--- src/rtl/kws_feature_fifo.sv ---
// kws_feature_fifo: input feature buffer ahead of the cmvn stage.
//
// This is a first-word-fall-through circular FIFO of feature words. Each popped word
// carries its element index within the frame, and a pulse marks the end of each frame.
// Optional feature: define KWS_FIFO_WATERMARK_EN to enable the registered watermark
// flag. When the macro is undefined, wm_hit_o is tied to 0 and wm_i is ignored.
//
// Ports
//   wb_clk_i, wb_rst_i     clock (rising edge); asynchronous active-high reset
//   clr_i                  synchronous flush of pointers, index and sticky flags
//   wr_valid_i, wr_data_i  push request and the word to push
//   wr_ready_o             push accepted when high (= !full)
//   out_valid_o            head word valid (= !empty)
//   out_ready_i            consumer pops the head word
//   out_data_o             head-of-FIFO word
//   out_addr_o             element index of the head word within its frame
//   frame_done_o           one-cycle pulse after the last element of a frame is popped
//   level_o, full_o, empty_o  occupancy status, derived from registered state only
//   ovf_o                  sticky flag: a push was attempted while full
//   wm_i, wm_hit_o         watermark threshold and flag (level >= wm_i)
module kws_feature_fifo #(
    parameter int unsigned DATA_W   = 32,
    parameter int unsigned DEPTH    = 64,
    parameter int unsigned FEAT_DIM = 32,
    parameter int unsigned ADDR_W   = 5,
    parameter int unsigned LVL_W    = 7
) (
    input  logic              wb_clk_i,
    input  logic              wb_rst_i,
    input  logic              clr_i,
    input  logic              wr_valid_i,
    input  logic [DATA_W-1:0] wr_data_i,
    output logic              wr_ready_o,
    output logic              out_valid_o,
    input  logic              out_ready_i,
    output logic [DATA_W-1:0] out_data_o,
    output logic [ADDR_W-1:0] out_addr_o,
    output logic              frame_done_o,
    output logic [LVL_W-1:0]  level_o,
    output logic              full_o,
    output logic              empty_o,
    output logic              ovf_o,
    input  logic [LVL_W-1:0]  wm_i,
    output logic              wm_hit_o
);

    localparam int unsigned PTR_W = $clog2(DEPTH);

    logic [DATA_W-1:0] mem_q [DEPTH];

    logic [PTR_W-1:0]  wr_ptr_q, wr_ptr_d;
    logic [PTR_W-1:0]  rd_ptr_q, rd_ptr_d;
    logic [LVL_W-1:0]  level_q, level_d;
    logic [ADDR_W-1:0] addr_q, addr_d;
    logic              ovf_q, ovf_d;
    logic              fdone_q, fdone_d;

    logic full, empty, push, pop, last_elem;

    assign full      = (level_q == LVL_W'(DEPTH));
    assign empty     = (level_q == '0);
    assign last_elem = (addr_q == ADDR_W'(FEAT_DIM - 1));

    // Clear takes priority, so neither handshake is allowed to fire while it is asserted.
    assign push = wr_valid_i & ~full & ~clr_i;
    assign pop  = out_ready_i & ~empty & ~clr_i;

    always_comb begin
        wr_ptr_d = wr_ptr_q;
        rd_ptr_d = rd_ptr_q;
        level_d  = level_q;
        addr_d   = addr_q;
        ovf_d    = ovf_q;
        fdone_d  = 1'b0;
        if (clr_i) begin
            wr_ptr_d = '0;
            rd_ptr_d = '0;
            level_d  = '0;
            addr_d   = '0;
            ovf_d    = 1'b0;
        end else begin
            // DEPTH is a power of two, so the pointers wrap by natural overflow.
            if (push) wr_ptr_d = wr_ptr_q + PTR_W'(1);
            if (pop) begin
                rd_ptr_d = rd_ptr_q + PTR_W'(1);
                addr_d   = last_elem ? '0 : addr_q + ADDR_W'(1);
                fdone_d  = last_elem;
            end
            if (push && !pop) level_d = level_q + LVL_W'(1);
            if (pop && !push) level_d = level_q - LVL_W'(1);
            if (wr_valid_i && full) ovf_d = 1'b1;
        end
    end

    always_ff @(posedge wb_clk_i or posedge wb_rst_i) begin
        if (wb_rst_i) begin
            wr_ptr_q <= '0;
            rd_ptr_q <= '0;
            level_q  <= '0;
            addr_q   <= '0;
            ovf_q    <= 1'b0;
            fdone_q  <= 1'b0;
        end else begin
            wr_ptr_q <= wr_ptr_d;
            rd_ptr_q <= rd_ptr_d;
            level_q  <= level_d;
            addr_q   <= addr_d;
            ovf_q    <= ovf_d;
            fdone_q  <= fdone_d;
        end
    end

    // Storage carries no reset; contents are only meaningful between the pointers.
    always_ff @(posedge wb_clk_i) begin
        if (push) mem_q[wr_ptr_q] <= wr_data_i;
    end

    assign wr_ready_o   = ~full;
    assign out_valid_o  = ~empty;
    assign out_data_o   = mem_q[rd_ptr_q];
    assign out_addr_o   = addr_q;
    assign frame_done_o = fdone_q;
    assign level_o      = level_q;
    assign full_o       = full;
    assign empty_o      = empty;
    assign ovf_o        = ovf_q;

`ifdef KWS_FIFO_WATERMARK_EN
    logic wm_hit_q;

    // Compared against the next level so the flag tracks the edge at which level changes.
    always_ff @(posedge wb_clk_i or posedge wb_rst_i) begin
        if (wb_rst_i) begin
            wm_hit_q <= 1'b0;
        end else begin
            wm_hit_q <= (level_d >= wm_i);
        end
    end

    assign wm_hit_o = wm_hit_q;
`else
    logic unused_wm;

    assign unused_wm = ^wm_i;
    assign wm_hit_o  = 1'b0;
`endif

endmodule

--- config.mk ---
export PLATFORM = sky130hd
export DESIGN_NAME = kws_feature_fifo
export DESIGN_NICKNAME = d
export VERILOG_FILES = /design/src/rtl/kws_feature_fifo.sv
export SDC_FILE = /design/constraint.sdc
export NUM_CORES = 2
export LEC_CHECK = 0
export ABC_AREA = 1
export BUFFER_PORTS_ARGS = -buffer_cell sky130_fd_sc_hd__buf_2
export CAP_MARGIN = 10
export CORE_ASPECT_RATIO = 1.1
export CORE_MARGIN = 2
export CORE_UTILIZATION = 35
export CTS_BUF_LIST = sky130_fd_sc_hd__clkbuf_4 sky130_fd_sc_hd__clkbuf_8
export CTS_CLUSTER_DIAMETER = 40
export DETAILED_ROUTE_END_ITERATION = 12
export PLACE_DENSITY = 0.56
export SETUP_SLACK_MARGIN = 0.05
export SYNTH_ARGS = -nofsm -noshare
export SYNTH_HDL_FRONTEND = slang
export SYNTH_SLANG_ARGS = --single-unit
--- constraint.sdc ---
create_clock -name wb_clk_i -period 3.2 [get_ports wb_clk_i]
set_clock_uncertainty 0.05 [all_clocks]
set_input_delay 0.48 -clock wb_clk_i [delete_from_list [all_inputs] [get_ports wb_clk_i]]
set_output_delay 0.48 -clock wb_clk_i [all_outputs]
set_load 0.03 [all_outputs]
==> results.cfg <==
[logic_synthesis]
synth_nets = 6971
syn_area_per_cell_sq_um = 12.1
yosys.cell_types.count = 28
yosys_warnings = 0
seq_area_frac_synth_pct = 74.5
muxShareOfSynthArea_pct = 0
synth-xor-area-share_pct = 0.0839
synthCells = 6917
synth-compound-area-share_pct = 0.202
synth_fa_ha_area_share_pct = 0.159
synth-seq-cells = 2074
synth_simple_gate_area_share_pct = 22.4
synthesis.area_sq_um = 83500
synth_top_family_by_area = simple AND/OR/NAND/NOR gates

[floorplanning]
start_util_pct = 35.1
die_w_microns = 470
dieArea_sq_um = 242000
row_count = 188
die_h_microns = 516
core_area_sq_um = 238000
io_pins = 95

[job]
drv_cap = 0

[power_and_ir_drop]
internal_power_uw = 51900
comb_power_share_pct = 31.0
power.share.switching_pct = 32.3
p_leak_uw = 0.0369
power.share.clock_pct = 29.8
seqPwrFrac_pct = 39.3
pwr_density_cell_nw_per_um2 = 741
ir_worst_vdd_v = 0.000583
power.switching_uw = 24800

[worst_setup_path]
cp.depth = 15
worstPathCellList = buf_12 > clkinv_16 > buf_16 > buf_16 > buf_16 > buf_12 > nand2_2 > nand3_1 > nand3_1 > nand3_2 > nand3_2 > nand2_1 > nand2_1 > nand2_2 > buf_6
critPathSlowestCell = dfrtp_4
critPathCaptureType = primary output
worstPathArrival_ps = 3460
max_stage_delay_ps = 500
path_buf_inv = 7
critPathMaxFanout = 8
worstPathRequired_ps = 2670
reg2reg_depth = 11
crit_path_frequent_cell = buf_16
cp_top_family = buffers and inverters
path_class = flop to primary output
cp-start-kind = flop

[clock_tree]
clockBufferDepth = 4
htree_levels = 5
root_buffer = clkbuf_8
cts-buffers-inserted = 348
clk_latency_ps = 1060
clk_pin_slew_ps = 60
cts_tree = built
clock_sinks = 2074

[place]
postPlaceCellArea_sq_um = 91700
gp_congestion = 0.886
portBuffers = 86
hpwlAfterDp_microns = 143000

[sta]
hold_viol = 0
setup_violations = 32
post-route-min-period_ps = 3990
finalCritPeriodShare_pct = 125
tightest_slew_ps = 1130
grt_setup_unrepaired = true
relSlewSlack_pct = 24.4
layout_setup_ws_ps = -788
fmax_ghz = 0.251
slew_violations = 0

[finish]
final_core_util_pct = 43.5
fillCellCount = 21300
design_area_sq_um = 104000
nets = 7510
area_growth_pct = 24.1
drive_gt1_share_pct = 20.7

[global_routing]
use_met3_pct = 3.56
grt_max_degree = 90
grt_pass1_wl_microns = 370000
antenna_found_initial = 8
grt-ovfl-total = 0
grt.total_usage_pct = 20.6
busiest_layer = met2
grt_util_met2_pct = 33.3
first_global_vias = 54800
met1_usage_pct = 27.4

[routing]
viasPerCell = 5.28
routed_wl_microns = 260000
vias = 57200
route.detailed.drc = 0
firstDrtPassIters = 8
drt_iter0_markers = 5778
postRouteAntennaNets = 0
avgRoutedWirePerCell_microns = 24.0

[status]
status = complete, but fails checks
violations = setup timing

[min_path]
hold_class = primary input to flop
whs_path_depth = 1
==> synthesized netlist by cell type <==
| cell type | instances | area, sq um |
|---|---|---|
| nand2_1 | 2302 | 8640 |
| edfxtp_1 | 2048 | 61500 |
| nand3_1 | 1914 | 9580 |
| buf_2 | 244 | 1220 |
| clkbuf_1 | 121 | 454 |
| nor2_1 | 82 | 308 |
| buf_1 | 64 | 240 |
| dfrtp_1 | 26 | 651 |
| inv_1 | 26 | 97.6 |
| o21ai_0 | 15 | 75.1 |
| buf_6 | 13 | 146 |
| ha_1 | 9 | 113 |
| buf_4 | 8 | 60.1 |
| a21oi_1 | 7 | 35.0 |
| nand4_4 | 6 | 128 |
| nor3_1 | 6 | 30.0 |
| inv_2 | 4 | 15.0 |
| o22ai_1 | 4 | 25.0 |
| xnor2_1 | 4 | 35.0 |
| xor2_1 | 4 | 35.0 |
| clkinv_1 | 2 | 7.51 |
| nand4_1 | 2 | 12.5 |
| a22o_1 | 1 | 8.76 |
| a31oi_1 | 1 | 6.26 |
| a32o_1 | 1 | 10.0 |
| conb_1 | 1 | 3.75 |
| fa_1 | 1 | 20.0 |
| o41ai_1 | 1 | 8.76 |
==> routing by layer <==
metal  vias up  routed length, microns
met3       474                   20000
met2      2396                  122000
met5         -                      13
met4         2                   11300
met1     28500                  107000
li1      25800                       -
==> power groups by stage <==
stage / Sequential [uW] / Combinational, uW / Clock (uW)
2_1_floorplan: 30800 / 10900 / 0
4_1_cts: 30200 / 21000 / 23200
3_3_place_gp: 30700 / 18100 / 0
3_5_place_dp: 30700 / 18200 / 0
5_1_grt: 30100 / 25500 / 24300
6_report: 30100 / 23700 / 22800
==> what timing repair did <==
| action | 4_1_cts | 5_1_grt |
|---|---|---|
| hold buffers | 27 | 0 |
| setup endpoints to repair | 32 | 32 |
| gates cloned | 28 | 43 |
| gates resized for setup | 286 | 350 |
| hold endpoints to repair | 737 | 0 |
| pin swaps | 16 | 137 |
| buffers inserted | 25 | 19 |
==> worst paths after layout <==
kind                                           start                        end  slack [ps]
setup / recovery             rd_ptr_q[0]$_DFFE_PP0P_             out_data_o[28]        -790
hold reg to reg            out_addr_o[0]$_DFFE_PP0P_  out_addr_o[0]$_DFFE_PP0P_         500
hold / removal                         wr_data_i[19]    mem_q[44][19]$_DFFE_PP_         110
min in group asynchronous                   wb_rst_i     level_o[3]$_DFFE_PP0P_         140
max in group asynchronous                   wb_rst_i    rd_ptr_q[4]$_DFFE_PP0P_        2210
setup reg to reg              level_o[3]$_DFFE_PP0P_    mem_q[35][26]$_DFFE_PP_         430
==> cells by family (layout without fill, tap and decap cells) <==
group,after synthesis,in the layout
adders and majority gates,10,10
xor gates and xnor gates,8,8
other,1,5
and+or+nand+nor,4312,4312
AOI/OAI and AO/OA,30,30
DFF,2074,2074
buffers and inverters,482,1265
==> sequential cells by signal (all words and copies together), names as in the netlist <==
register	cells
wr_ptr_q	6
level_o	7
ovf_o	1
mem_q	2048
frame_done_o	1
out_addr_o	5
rd_ptr_q	6
==> placed cells by master (no fill, tap or decap), types with 9 or more instances in the layout <==
cell	count
clkbuf_4	90
buf_4	217
clkinv_2	38
nand2_1	2172
buf_12	180
nand3_1	1661
nand2_4	22
nand2_2	108
edfxtp_1	2048
buf_8	11
clkbuf_16	40
clkbuf_8	367
dfrtp_1	21
clkinvlp_4	11
dlygate4sd3_1	27
buf_2	54
ha_1	9
nand3_2	218
nor2_4	64
o21ai_0	15
nor2_1	18
buf_16	51
buf_6	51
nand3_4	35
clkinv_1	77
bufinv_16	9
inv_1	25
==> metrics by stage <==
step / hold slack, ps / setup TNS (ps) / setup slack (ps) / cells / total power [uW]
2_1_floorplan: 470 / -740290 / -380 / 6917 / 41700
3_3_place_gp: 430 / -96.7 / -40.1 / 10100 / 48800
3_5_place_dp: 466 / -8.78 / -8.78 / 10100 / 48900
4_1_cts: 23.9 / -27530 / -928 / 10800 / 74300
5_1_grt: 71.9 / -27470 / -904 / 10800 / 79900
6_report: 108 / -23320 / -788 / 10800 / 76700
==> area by class of cell <==
class	count	area, sq um	share of cell area, %
Timing Repair Buffer	638	9150	8.83
Timing Repair inverter	1	16.3	0.0157
Clock inverter	137	860	0.830
Inverter	32	190	0.184
Multi-Input combinational cell	4361	21500	20.8
Sequential cell	2074	62200	60.0
Clock buffer	457	5730	5.53
Tap cell	3135	3920	3.79
Antenna cell	4	10.0	0.00967
Power figures use the tool's default switching activity.
